File: config.mk
export PLATFORM = sky130hd
export DESIGN_NAME = pc_sequencer_flat
export DESIGN_NICKNAME = d
export VERILOG_FILES = /design/src/rtl/pc_sequencer_if.sv /design/src/rtl/pc_sequencer.sv /design/src/flat_wrapper.sv
export SDC_FILE = /design/constraint.sdc
export NUM_CORES = 1
export LEC_CHECK = 0
export ABC_AREA = 1
export BUFFER_PORTS_ARGS = -buffer_cell sky130_fd_sc_hd__buf_2
export CAP_MARGIN = 10
export CORE_MARGIN = 5
export CORE_UTILIZATION = 55
export CTS_CLUSTER_SIZE = 20
export DETAILED_ROUTE_END_ITERATION = 12
export GPL_ROUTABILITY_DRIVEN = 0
export PLACE_DENSITY = 0.84
export SYNTH_ARGS = -nofsm -noshare
export SYNTH_HDL_FRONTEND = slang
export SYNTH_SLANG_ARGS = --single-unit
File: constraint.sdc
create_clock -name Clk -period 3.5 [get_ports Clk]
set_input_delay 0.35 -clock Clk [delete_from_list [all_inputs] [get_ports Clk]]
set_output_delay 0.35 -clock Clk [all_outputs]
set_load 0.01 [all_outputs]
File: src/rtl/pc_sequencer_if.sv
// Control/status bundle between the instruction decoder and pc_sequencer.
// CycleCount exists only when PC_SEQ_CYCLE_COUNT_EN is defined.
interface pc_sequencer_if #(
  parameter int unsigned PC_W = 10
);
  logic            Start;
  logic            Branch;
  logic            Jump;
  logic            Zero;
  logic            MemOp;
  logic            MemReady;
  logic            Halt;
  logic [PC_W-1:0] Target;
  logic [PC_W-1:0] PC;
  logic            InstEn;
  logic            CommitEn;
  logic            MemReq;
  logic            Done;
`ifdef PC_SEQ_CYCLE_COUNT_EN
  logic [15:0]     CycleCount;
`endif

  modport master (
    output Start, Branch, Jump, Zero, MemOp, MemReady, Halt, Target,
`ifdef PC_SEQ_CYCLE_COUNT_EN
    input  CycleCount,
`endif
    input  PC, InstEn, CommitEn, MemReq, Done
  );

  modport slave (
    input  Start, Branch, Jump, Zero, MemOp, MemReady, Halt, Target,
`ifdef PC_SEQ_CYCLE_COUNT_EN
    output CycleCount,
`endif
    output PC, InstEn, CommitEn, MemReq, Done
  );
endinterface

File: src/rtl/pc_sequencer.sv
// Multi-cycle program-counter sequencer: IDLE -> FETCH -> EXEC [-> MEM] -> FETCH ... -> DONE.
// Optional feature macro: PC_SEQ_CYCLE_COUNT_EN adds a saturating 16-bit CycleCount output.
module pc_sequencer #(
  parameter int unsigned PC_W = 10
) (
  input  logic           Clk,
  input  logic           Reset,
  pc_sequencer_if.slave  bus
);

  typedef enum logic [2:0] {
    IDLE  = 3'd0,
    FETCH = 3'd1,
    EXEC  = 3'd2,
    MEM   = 3'd3,
    DONE  = 3'd4
  } state_e;

  state_e          state_q, state_d;
  logic [PC_W-1:0] pc_q, pc_d;
  logic            inst_en_q, inst_en_d;
  logic            mem_req_q, mem_req_d;
  logic            done_q, done_d;
  logic            commit_en;
  logic            start_acc;

  always_comb begin
    state_d   = state_q;
    pc_d      = pc_q;
    commit_en = 1'b0;
    start_acc = 1'b0;
    unique case (state_q)
      IDLE, DONE: begin
        if (bus.Start) begin
          start_acc = 1'b1;
          pc_d      = '0;
          state_d   = FETCH;
        end
      end
      FETCH: state_d = EXEC;
      EXEC: begin
        if (bus.Halt) begin
          state_d = DONE;
        end else if (bus.MemOp) begin
          state_d = MEM;
        end else begin
          commit_en = 1'b1;
          state_d   = FETCH;
          if (bus.Jump || (bus.Branch && bus.Zero)) begin
            pc_d = bus.Target;
          end else begin
            pc_d = pc_q + PC_W'(1);
          end
        end
      end
      MEM: begin
        if (bus.MemReady) begin
          commit_en = 1'b1;
          pc_d      = pc_q + PC_W'(1);
          state_d   = FETCH;
        end
      end
      default: state_d = IDLE;
    endcase
    // Outputs are registered from the next state so they carry no input-to-output path.
    inst_en_d = (state_d == FETCH);
    mem_req_d = (state_d == MEM);
    done_d    = (state_d == DONE);
  end

  always_ff @(posedge Clk or negedge Reset) begin
    if (!Reset) begin
      state_q   <= IDLE;
      pc_q      <= '0;
      inst_en_q <= 1'b0;
      mem_req_q <= 1'b0;
      done_q    <= 1'b0;
    end else begin
      state_q   <= state_d;
      pc_q      <= pc_d;
      inst_en_q <= inst_en_d;
      mem_req_q <= mem_req_d;
      done_q    <= done_d;
    end
  end

  assign bus.PC       = pc_q;
  assign bus.InstEn   = inst_en_q;
  assign bus.CommitEn = commit_en;
  assign bus.MemReq   = mem_req_q;
  assign bus.Done     = done_q;

`ifdef PC_SEQ_CYCLE_COUNT_EN
  logic [15:0] cycle_cnt_q, cycle_cnt_d;

  always_comb begin
    cycle_cnt_d = cycle_cnt_q;
    if (start_acc) begin
      cycle_cnt_d = '0;
    end else if ((state_q == FETCH || state_q == EXEC || state_q == MEM) &&
                 (cycle_cnt_q != '1)) begin
      cycle_cnt_d = cycle_cnt_q + 16'd1;
    end
  end

  always_ff @(posedge Clk or negedge Reset) begin
    if (!Reset) begin
      cycle_cnt_q <= '0;
    end else begin
      cycle_cnt_q <= cycle_cnt_d;
    end
  end

  assign bus.CycleCount = cycle_cnt_q;
`else
  logic unused_start_acc;
  assign unused_start_acc = start_acc;
`endif

endmodule

File: src/flat_wrapper.sv
// flat-port wrapper written by rule: the top's interface ports become plain ports
module pc_sequencer_flat 
#(
  parameter int unsigned PC_W = 10
)
  (Clk, Reset, bus_Start, bus_Branch, bus_Jump, bus_Zero, bus_MemOp, bus_MemReady, bus_Halt, bus_Target, bus_PC, bus_InstEn, bus_CommitEn, bus_MemReq, bus_Done);
  pc_sequencer_if #(.PC_W(PC_W)) bus_i ();
  input  logic Clk;
  input  logic Reset;
  input wire logic [$bits(bus_i.Start)-1:0] bus_Start;
  input wire logic [$bits(bus_i.Branch)-1:0] bus_Branch;
  input wire logic [$bits(bus_i.Jump)-1:0] bus_Jump;
  input wire logic [$bits(bus_i.Zero)-1:0] bus_Zero;
  input wire logic [$bits(bus_i.MemOp)-1:0] bus_MemOp;
  input wire logic [$bits(bus_i.MemReady)-1:0] bus_MemReady;
  input wire logic [$bits(bus_i.Halt)-1:0] bus_Halt;
  input wire logic [$bits(bus_i.Target)-1:0] bus_Target;
  output wire logic [$bits(bus_i.PC)-1:0] bus_PC;
  output wire logic [$bits(bus_i.InstEn)-1:0] bus_InstEn;
  output wire logic [$bits(bus_i.CommitEn)-1:0] bus_CommitEn;
  output wire logic [$bits(bus_i.MemReq)-1:0] bus_MemReq;
  output wire logic [$bits(bus_i.Done)-1:0] bus_Done;
  assign bus_i.Start = bus_Start;
  assign bus_i.Branch = bus_Branch;
  assign bus_i.Jump = bus_Jump;
  assign bus_i.Zero = bus_Zero;
  assign bus_i.MemOp = bus_MemOp;
  assign bus_i.MemReady = bus_MemReady;
  assign bus_i.Halt = bus_Halt;
  assign bus_i.Target = bus_Target;
  assign bus_PC = bus_i.PC;
  assign bus_InstEn = bus_i.InstEn;
  assign bus_CommitEn = bus_i.CommitEn;
  assign bus_MemReq = bus_i.MemReq;
  assign bus_Done = bus_i.Done;
  pc_sequencer #(.PC_W(PC_W)) u_core (.Clk(Clk), .Reset(Reset), .bus(bus_i));
endmodule
Word level (Yosys, flattened, before mapping)
Index checks and enable logic that the tools add are counted.
- add/subtract/negate cells: 1
- equal/unequal tests: 11
- muxes and demuxes: 15
- reductions and logical operators: 6
- operator list (kind ; count):
    10-bit two-way mux ; 5
    10-bit case mux with 3 select lines ; 1
    3-bit case mux with 4 select lines ; 1
    10-bit by 1-bit adder with 10-bit output, second input constant ; 1
    3-bit by 2-bit equality test with 1-bit output, second input constant ; 3
    3-bit two-way mux ; 3
    2-bit != test, second input constant ; 4
    3-bit by 1-bit equality test with 1-bit output, second input constant ; 2
    3-bit equality test, second input constant ; 2
    5-bit AND reduction ; 1
    3-bit zero test ; 1
    1-bit two-way mux ; 3
    3-bit nonzero test ; 1
    2-bit two-way mux ; 1
    1-bit case mux with 2 select lines ; 1
    2-bit OR reduction ; 1
    1-bit logical AND ; 1
    1-bit logical OR ; 1
- register bits: 16
- input bits: 19
- output and inout bits: 14

Logic depth before layout (Yosys ltp)
Gate-level depths: netlist of run 1.
- depth after elaboration: 6
- mapped depth: 10

Worst setup path after synthesis of run 1
OpenSTA, ideal clock, no wires.
- path kind: reg-to-reg
- from: register u_core.pc_q[0], in the netlist u_core.bus.PC[0]
- to: register u_core.pc_q[8], in the netlist u_core.bus.PC[8]
- arrival time: 1.229 ns
- slack: 2.155 ns
- stages on the path, launching flop included: 9
- clock period less this slack: 1.345 ns
- path through: dfrtp_1 ha_1 nand3_1 nor2_1 nand2_1 nor2_1 nor2_1 nor2_1 nor2_1
- word-level cells in the longest chain between the ends: 5
- elaborated cells on any way between the ends: 6
- those cells by class: add/sub: 1; mux: 5
- ends and longest elaborated chain (element ; line ; source):
    start, declared ; pc_sequencer.sv:20 ; logic [PC_W-1:0] pc_q, pc_d;
    start signal, assigned ; pc_sequencer.sv:80 ; pc_q <= pc_d;
    10-bit by 1-bit adder with 10-bit output (*) ; pc_sequencer.sv:52, pc_sequencer.sv:59 ;
    10-bit two-way mux ; pc_sequencer.sv:49 ; if (bus.Jump || (bus.Branch && bus.Zero)) begin
    10-bit two-way mux ; pc_sequencer.sv:44 ; end else if (bus.MemOp) begin
    10-bit two-way mux ; pc_sequencer.sv:42 ; if (bus.Halt) begin
    10-bit case mux with 3 select lines (*) ; pc_sequencer.sv:32 ; unique case (state_q)
Mark *: on every way between the ends. The rest lies on a longest branch, timed or not. The select of a mux whose other input is x is not followed.
A chain may end at the register's enable or synchronous reset.

Worst setup path in the final report of run 1
- from: register u_core.state_q[1]
- to: output bus_CommitEn
- word-level cells in the longest chain between the ends: 2
- elaborated cells on any way between the ends: 3
- those cells by class: eq/ne: 2; mux: 1
- ends and longest elaborated chain (element ; line ; source):
    start, declared ; pc_sequencer.sv:19 ; state_e state_q, state_d;
    start signal, assigned ; pc_sequencer.sv:79 ; state_q <= state_d;
    3-bit by 2-bit equality test with 1-bit output ; pc_sequencer.sv:32 ;
    1-bit case mux with 2 select lines (*) ; pc_sequencer.sv:32 ;
    end, declared ; flat_wrapper.sv:20 ; output wire logic [$bits(bus_i.CommitEn)-1:0] bus_CommitEn;
Mark *: on every way between the ends. The rest lies on a longest branch, timed or not.

==> results.toml, run 1 <==
[worst_setup_path]
reg2regPathDepth = 9
critical_path_class = "register to output pin"
start_kind = "register"
cp_slowest_stage_delay_ps = 460
required_ps = 3150
crit_path_max_fanout = 6
path_cells = "nand2_1, nor2_1, a32o_1, buf_2"
slowest_stage = "dfrtp_1"
endpoint_kind = "output pin"
crit_arrival_ps = 1500

[clocking]
cts_tree = "built"
ctsRootBufferMaster = "clkbuf_4"
cts_setup_buffers = 0
path_clk_slew_ps = 90
clock_path_buffers = 2
numCtsBuffers = 3
clock_sinks = 16
htree_levels = 1
clkLatencyLatePin_ps = 280

[sta]
rsz0062_at_grt = "false"
final.period_utilization = 0.528
layout_setup_ws_ps = 1650
clock_skew_ps = 2.13
relSlewSlack = 0.749
slew_viol_final = 0
hold_viol = 0
setup_tns_ps = 0
worst_slew_pin_slew_ps = 376
finalCriticalPeriod_ps = 1850
setup_viol = 0
max_freq_mhz = 541

[route]
wl_met2_mm = 1.43
wirelength_met1_mm = 1.15
drtPass1Iterations = 4
top_layer = "met4"
drt_iter0_drc = 32
vias = 1191
antenna_left = 0
drt-total-wl_mm = 2.74
wl_met3_um = 155
drcViolationCount = 0
wl_per_cell_um = 11.8
routed_via_density = 5.13

[global_route]
grt_usage = 0.193
grt_pass1_vias = 1171
grt_max_degree = 17
grt_overflow_total = 0
grt_pass1_wl_mm = 4.89
antenna_found_initial = 0

[placed_design]
dpl_cell_area_mm2 = 0.00131
io_buffer_count = 32
place_ws_ps = 1960
place_hpwl_mm = 2.13

[power]
comb_power_share = 0.539
internal-power_mw = 0.480
pwr_density_cell_mw_per_mm2 = 700
sw_frac_of_total = 0.490
p_leak_nw = 0.739
p_clk_frac = 0.104
p_switching_mw = 0.461
seqPwrFrac = 0.357
ir_worst_vdd_mv = 0.578

[synth]
avgSynthCellArea_um2 = 6.65
synth.distinct_cells = 26
synth_cells = 171
yosys_warnings = 0
ys_seq_area_frac = 0.352
syn_nets = 191
ys_ff_latch = 16
netlist_area_mm2 = 0.00114

[layout]
fin_area_mm2 = 0.00134
diodes = 0
final_cell_mix = "56 x nand2_1, 32 x buf_2, 31 x nor2_1"
final_nets = 227
area_growth_pct = 18.2
final_common_cell = "nand2_1"
drive_gt1_frac = 0.249

[floorplan]
die_h_um = 55.5
die_w_um = 55.5
rows = 16
ios = 33
core-area_mm2 = 0.00196
start_util = 0.580
dieArea_mm2 = 0.00308

[hold_path]
hp-class = "primary input to register"
whs_path_depth = 4

[flow_run]
drv_cap = 0

[status]
status = "complete, no violations"
==> power by group through the flow <==
stage / Combinational, mW / Sequential, mW / Clock (mW)
after floorplan: 0.360 / 0.352 / 0
after global placement: 0.493 / 0.333 / 0
after detailed placement: 0.506 / 0.338 / 0
after CTS: 0.510 / 0.335 / 0.0982
after global routing: 0.575 / 0.349 / 0.107
final: 0.507 / 0.336 / 0.0982
==> final timing paths <==
kind	from	end	slack, ps
hold / removal	bus_Start	u_core.state_q[2]	380
setup reg to reg	u_core.bus.PC[0]	u_core.bus.PC[8]	1990
setup / recovery	u_core.state_q[1]	bus_CommitEn	1650
hold reg to reg	u_core.bus.PC[4]	u_core.bus.PC[4]	570
max in group asynchronous	Reset	u_core.state_q[0]	2720
min in group asynchronous	Reset	u_core.bus.PC[3]	510
==> critical path, delay by kind of cell (launching register included) <==
family	cells	cell delay, ps
buffers and inverters	1	120
AOI/OAI and AO/OA	1	180
DFF	1	460
and+or+nand+nor	2	450
==> what timing repair did <==
item                                   CTS  global route
hold buffers                             1             0
resized for setup                        0             0
endpoints found under the hold margin   16             0
==> Yosys cell counts (all sizes together) <==
library cell / n / area (um2)
nand4: 2 / 12.5
a32o: 1 / 10.0
or2: 1 / 6.26
a21oi: 3 / 15.0
nand2: 59 / 239
o21ai: 11 / 62.6
o211ai: 1 / 7.51
ha: 1 / 12.5
o21bai: 2 / 15.0
buf: 2 / 20.0
a31oi: 1 / 6.26
nand3: 12 / 72.6
inv: 22 / 85.1
dfrtp: 16 / 400
nor3: 2 / 21.3
nor2: 35 / 151
==> stage by stage <==
stage	cells	hold WS, ps	util	power, mW
floorplan	171	54.4	-	0.713
global placement	228	282	0.668	0.826
detailed placement	228	291	0.668	0.843
CTS	232	381	0.685	0.943
global route	232	373	0.685	1.03
finish	232	379	0.685	0.941
==> layer usage <==
metal,vias to the layer above,GRT usage
met5,-,0
met4,0,0.0660
met3,2,0.0443
met2,29,0.341
met1,556,0.226
li1,604,-
==> cell type report <==
| cell class | instances | area [um2] |
|---|---|---|
| clock buffer | 3 | 22.5 |
| multi-input combinational | 131 | 632 |
| tap | 27 | 33.8 |
| timing repair buffer | 33 | 170 |
| sequential | 16 | 400 |
| inverter | 22 | 85.1 |
| fill | 177 | 618 |
==> sequential cells by signal, indices dropped and copies added (netlist names) <==
signal,cells
u_core.state_q,3
u_core.bus.PC,10
u_core.bus.InstEn,1
u_core.bus.MemReq,1
u_core.bus.Done,1
==> cells by family (layout without fill, tap and decap cells) <==
logic type	after synthesis	in the layout	share of synthesized area
flip-flops	16	16	0.352
AND/OR/NAND/NOR	111	111	0.442
adder cells (fa/ha/maj)	1	1	0.0110
buffers and inverters	24	58	0.0924
AO/OA/AOI/OAI	19	19	0.102
Note: power is estimated with default switching activity, not from simulation.
==> inputs of run 2 (changes only) <==
--- a/config.mk
+++ b/config.mk
@@ -5,15 +5,15 @@
 export SDC_FILE = /design/constraint.sdc
 export NUM_CORES = 1
 export LEC_CHECK = 0
-export ABC_AREA = 1
+export ABC_AREA = 0
 export BUFFER_PORTS_ARGS = -buffer_cell sky130_fd_sc_hd__buf_2
 export CAP_MARGIN = 10
 export CORE_MARGIN = 5
-export CORE_UTILIZATION = 55
+export CORE_UTILIZATION = 49
 export CTS_CLUSTER_SIZE = 20
 export DETAILED_ROUTE_END_ITERATION = 12
 export GPL_ROUTABILITY_DRIVEN = 0
-export PLACE_DENSITY = 0.84
+export PLACE_DENSITY = 0.77
 export SYNTH_ARGS = -nofsm -noshare
 export SYNTH_HDL_FRONTEND = slang
 export SYNTH_SLANG_ARGS = --single-unit
==> constraint.sdc (replaced) <==
create_clock -name Clk -period 1.8 [get_ports Clk]
set_input_delay 0.18 -clock Clk [delete_from_list [all_inputs] [get_ports Clk]]
set_output_delay 0.18 -clock Clk [all_outputs]
set_load 0.01 [all_outputs]
==> run 2 against run 1 <==
Total power is 91% higher. Area after synthesis is 9.1% lower. Clock skew is 1.0 ps lower. Largest power group unchanged.
==> results.toml, run 2 <==
[status]
status = "complete, no violations"

[placed_design]
dpl_cell_area_mm2 = 0.00123
io_buffer_count = 32
place_hpwl_mm = 1.83

[synth]
synth_cells = 101
synth_top_area_cell = "dfrtp_1"
ys_seq_area_frac = 0.387
avgSynthCellArea_um2 = 10.2
synthTopCellsByArea = "dfrtp_1 39%, mux2i_1 8.7%, o211ai_2 7.3%"
ys_ff_latch = 16
netlist_area_mm2 = 0.00103
synth_top_area_frac = 0.387
synth_common_cells = "16 x dfrtp_1, 11 x nor2_1, 9 x mux2i_1"
synth.most_common_cell = "dfrtp_1"
synth.distinct_cells = 36
yosys_warnings = 0
synth_edf_count = 0
synth_async_sr_flop_share = 1.00
syn_nets = 121
synth_ff_type = "dfrtp_1"

[floorplan]
die_h_um = 55.9
die_w_um = 55.9
core-area_mm2 = 0.00198
ios = 33
dieArea_mm2 = 0.00313
start_util = 0.521
rows = 16

[clocking]
cts_tree = "built"
cts_setup_buffers = 0
path_clk_slew_ps = 100
clock_sinks = 16
clkLatencyLatePin_ps = 290
htree_levels = 1
clock_path_buffers = 2
ctsRootBufferMaster = "clkbuf_4"
numCtsBuffers = 3

[power]
comb_power_share = 0.537
p_clk_frac = 0.135
pwr_density_cell_mw_per_mm2 = 1400
sw_frac_of_total = 0.443
seqPwrFrac = 0.328
ir_worst_vdd_mv = 0.922
internal-power_mw = 0.999
p_switching_mw = 0.794
p_leak_nw = 0.592
power.total_mw = 1.79

[worst_setup_path]
endpoint_kind = "register"
required_ps = 2020
crit_arrival_ps = 1890
start_kind = "register"
critical_path_class = "register to register"
crit_path_max_fanout = 9
reg2regPathDepth = 4

[sta]
relSlewSlack = 0.655
setup_viol = 0
final.period_utilization = 0.927
clock_skew_ps = 1.13
hold_viol = 0
setup_tns_ps = 0
rsz0062_at_grt = "false"
holdWs_ps = 165
worst_slew_pin_slew_ps = 517
slew_viol_final = 0
max_freq_mhz = 599
finalCriticalPeriod_ps = 1670

[layout]
diodes = 0
largest_reg_flops = 10
drive_gt1_frac = 0.396
final_common_cell = "buf_2"
area_growth_pct = 23.9
final_nets = 160
final_cell_mix = "32 x buf_2, 16 x dfrtp_1, 11 x nor2_1"
fin_area_mm2 = 0.00128

[route]
antenna_left = 0
drt_iter0_drc = 28
drcViolationCount = 0
drt-total-wl_mm = 2.40
routed_via_density = 5.64
drtPass1Iterations = 4
vias = 936
wl_per_cell_um = 14.4

[global_route]
grt_pass1_vias = 891
grt_usage = 0.158
grtUsageMet1 = 0.219
gr-usage-met3 = 0.0278
grt.busiest_layer = "met2"
grt_pass1_wl_mm = 3.99
grt_max_degree = 17
grt_use_met2 = 0.238
antenna_found_initial = 0
grt_overflow_total = 0

[flow_run]
drv_cap = 0

[hold_path]
hp-class = "primary input to register"
whs_path_depth = 3
-- run 2: per-layer routing --
layer	up-vias	wire length, um
li1	462	-
met1	437	1080
met2	32	1120
met3	5	154
met4	0	36
met5	-	0
-- run 2: cell type report --
| cell class | instances | area (um2) |
|---|---|---|
| clock buffer | 4 | 36.3 |
| sequential | 16 | 400 |
| multi-input combinational | 78 | 594 |
| inverter | 4 | 15.0 |
| timing repair buffer | 37 | 200 |
| fill | 171 | 702 |
| tap | 27 | 33.8 |
-- run 2: worst max-delay path: stages, from the launching register on --
cell,delay [ps]
dfrtp_1,470
or3b_4,430
o221a_1,430
nand3_2,150
o2bb2ai_1,120
-- run 2: stage by stage --
stage | cells | utilization | setup slack [ps]
2_1_floorplan | 101 | - | 379
3_3_place_gp | 161 | 0.622 | 185
3_5_place_dp | 161 | 0.622 | 168
4_1_cts | 166 | 0.646 | 149
5_1_grt | 166 | 0.646 | 79.0
6_report | 166 | 0.646 | 131
-- run 2: what timing repair did --
item / CTS / global route
endpoints found under the setup margin: 0 / 0
gates resized for setup: 0 / 0
hold buffers: 1 / 0
endpoints found under the hold margin: 16 / 0
-- run 2: power groups by stage --
stage / Clock (mW) / Sequential [mW] / Combinational, mW
after detailed placement: 0 / 0.592 / 0.956
after CTS: 0.247 / 0.586 / 0.960
after global placement: 0 / 0.586 / 0.951
after global routing: 0.262 / 0.606 / 1.05
final: 0.243 / 0.588 / 0.963
after floorplan: 0 / 0.599 / 0.715
-- run 2: cell families (layout without fill, tap and decap cells) --
group	Yosys count	count (layout)	synth area share
AO/OA/AOI/OAI	28	28	0.255
adder cells (fa/ha/maj)	1	1	0.0121
buffers and inverters	7	45	0.0375
flip-flops	16	16	0.387
multiplexers	9	9	0.0872
AND/OR/NAND/NOR	40	40	0.220
-- run 2: worst paths after layout --
path                                     end  slack, ps         startpoint
setup / recovery            u_core.bus.PC[4]        130  u_core.state_q[0]
hold / removal              u_core.bus.PC[5]        160      bus_Target[5]
setup reg to reg            u_core.bus.PC[4]        130  u_core.state_q[0]
hold reg to reg             u_core.bus.PC[9]        530   u_core.bus.PC[9]
max in group asynchronous  u_core.bus.MemReq       1230              Reset
min in group asynchronous    u_core.bus.Done        320              Reset
==> inputs of run 3 (changes only) <==
--- a/config.mk
+++ b/config.mk
@@ -9,11 +9,11 @@
 export BUFFER_PORTS_ARGS = -buffer_cell sky130_fd_sc_hd__buf_2
 export CAP_MARGIN = 10
 export CORE_MARGIN = 5
-export CORE_UTILIZATION = 49
+export CORE_UTILIZATION = 45
 export CTS_CLUSTER_SIZE = 20
 export DETAILED_ROUTE_END_ITERATION = 12
 export GPL_ROUTABILITY_DRIVEN = 0
-export PLACE_DENSITY = 0.77
+export PLACE_DENSITY = 0.75
 export SYNTH_ARGS = -nofsm -noshare
 export SYNTH_HDL_FRONTEND = slang
 export SYNTH_SLANG_ARGS = --single-unit
==> constraint.sdc (replaced) <==
create_clock -name Clk -period 1.5 [get_ports Clk]
set_input_delay 0.15 -clock Clk [delete_from_list [all_inputs] [get_ports Clk]]
set_output_delay 0.15 -clock Clk [all_outputs]
set_load 0.01 [all_outputs]
==> run 3 against run 2 <==
The run now ends with setup timing left. Critical endpoint is now u_core.bus.PC[8]. Sequential power rose by 24%. Sequential cell count stayed put. Final area rose by 17%. Worst setup slack got worse by 130 ps. Utilization rose by 3.1 points. Clock skew grew 1.8 ps. Fmax increased by 11%. First-iteration DRC count is 96% higher. Worst hold slack lost 24 ps. Routed wire length increased by 33%.
==> results.toml, run 3 (synthesis results as in run 2) <==
[clocking]
cts_tree = "built"
clock_path_buffers = 2
clock_sinks = 16
ctsRootBufferMaster = "clkbuf_4"
path_clk_slew_ps = 90
numCtsBuffers = 3
htree_levels = 1
clkLatencyLatePin_ps = 290

[global_route]
grt_pass1_wl_mm = 4.82
grt_use_met2 = 0.281
grt_overflow_total = 0
gr-usage-met3 = 0.0445
grt_max_degree = 17
grtUsageMet1 = 0.238
grt.busiest_layer = "met2"
antenna_found_initial = 0
grt_usage = 0.184
grt_pass1_vias = 1063

[worst_setup_path]
start_kind = "register"
endpoint_kind = "register"
crit_arrival_ps = 1730
critical_path_class = "register to register"
crit_path_max_fanout = 6
required_ps = 1720
reg2regPathDepth = 4
r2r_end = "u_core.bus.PC[8]"
critPathLaunch = "u_core.state_q[0]"
reg2reg_from = "u_core.state_q[0]"
r2r_slack_ps = -2

[placed_design]
io_buffer_count = 32
place_hpwl_mm = 2.11

[power]
power.total_mw = 2.67
comb_power_share = 0.641
p_switching_mw = 1.19
pwr_density_cell_mw_per_mm2 = 1780
seqPwrFrac = 0.273
internal-power_mw = 1.48
ir_worst_vdd_mv = 1.24
p_clk_frac = 0.086
sw_frac_of_total = 0.445
p_leak_nw = 0.674

[hold_path]
hp-start = "bus_Target[2]"
whs_endpoint = "u_core.bus.PC[2]"
hp-class = "primary input to register"
whs_path_depth = 3

[layout]
final_nets = 175
multiInputGateArea_um2 = 697
final_cell_mix = "32 x buf_2, 16 x buf_4, 13 x dfrtp_1"
drive_gt1_frac = 0.549
diodes = 0
area_growth_pct = 44.9
ff_latch_area_um2 = 404
largest_reg_flops = 10
n_fill_cell = 176
final_common_cell = "buf_2"

[route]
drtPass1Iterations = 4
vias = 1098
routed_via_density = 6.07
antenna_left = 0
drcViolationCount = 0
drt_iter0_drc = 55
drt-total-wl_mm = 3.18
wl_per_cell_um = 17.6

[sta]
final.period_utilization = 1.00
rsz0062_at_grt = "true"
worst_slew_pin_slew_ps = 469
clock_skew_ps = 2.96
relSlewSlack = 0.687
layout_setup_ws_ps = -1.86
setup_viol = 1
max_freq_mhz = 666
slew_viol_final = 0
finalCriticalPeriod_ps = 1500
holdWs_ps = 140
hold_viol = 0

[status]
status = "finished, violations left"
violations = "setup timing"

[floorplan]
dieArea_mm2 = 0.00336
rows = 17
core-area_mm2 = 0.00221
start_util = 0.467
ios = 33
die_h_um = 57.9
die_w_um = 57.9

[flow_run]
drv_cap = 0
## run 3: what timing repair did
item	CTS	global route
gates resized for setup	7	15
endpoints found under the hold margin	16	0
pin swaps	1	7
buffers inserted	1	2
endpoints found under the setup margin	12	11
hold buffers	1	0
cloned	0	1
## run 3: how the worst max path moves through the flow
stage,end,cells past startpoint,slack (ps)
floorplan,u_core.bus.PC[2],5,80
global placement,u_core.bus.PC[2],4,-50
detailed placement,u_core.bus.PC[4],4,-110
CTS,u_core.bus.PC[1],4,-0.7
global route,u_core.bus.PC[0],6,-60
finish,u_core.bus.PC[8],4,-2
## run 3: metrics by stage
step / std cells / util / setup TNS [ps] / area, um2 / setup slack [ps]
floorplan: 101 / - / 0 / 1030 / 78.6
global placement: 173 / 0.601 / -275 / 1330 / -48.8
detailed placement: 173 / 0.601 / -847 / 1330 / -112
CTS: 178 / 0.629 / -0.738 / 1390 / -0.738
global route: 181 / 0.677 / -238 / 1500 / -61.4
finish: 181 / 0.677 / -1.86 / 1500 / -1.86
## run 3: power by group through the flow
stage          combinational (mW)  sequential [mW]  clock, mW
6_report                     1.71            0.728      0.230
3_3_place_gp                 1.36            0.679          0
3_5_place_dp                 1.41            0.690          0
4_1_cts                      1.49            0.694      0.236
2_1_floorplan               0.858            0.719          0
5_1_grt                      1.83            0.746      0.255
## run 3: critical path: stages, from the launching register on
cell	delay [ps]
dfrtp_2	460
or3b_4	430
o221a_4	340
o211ai_2	80
o2bb2ai_1	130
## run 3: area by class of cell
cell class,count,share of cell area
Multi-Input combinational cell,79,0.465
Clock buffer,3,0.0150
Sequential cell,16,0.270
Tap cell,28,0.0234
Timing Repair Buffer,51,0.215
Inverter,4,0.0117
## run 3: routing by layer
layer / vias to the layer above / part of all wire
li1: 500 / -
met1: 513 / 0.39
met2: 68 / 0.49
met3: 17 / 0.084
met4: 0 / 0.030
met5: - / 0
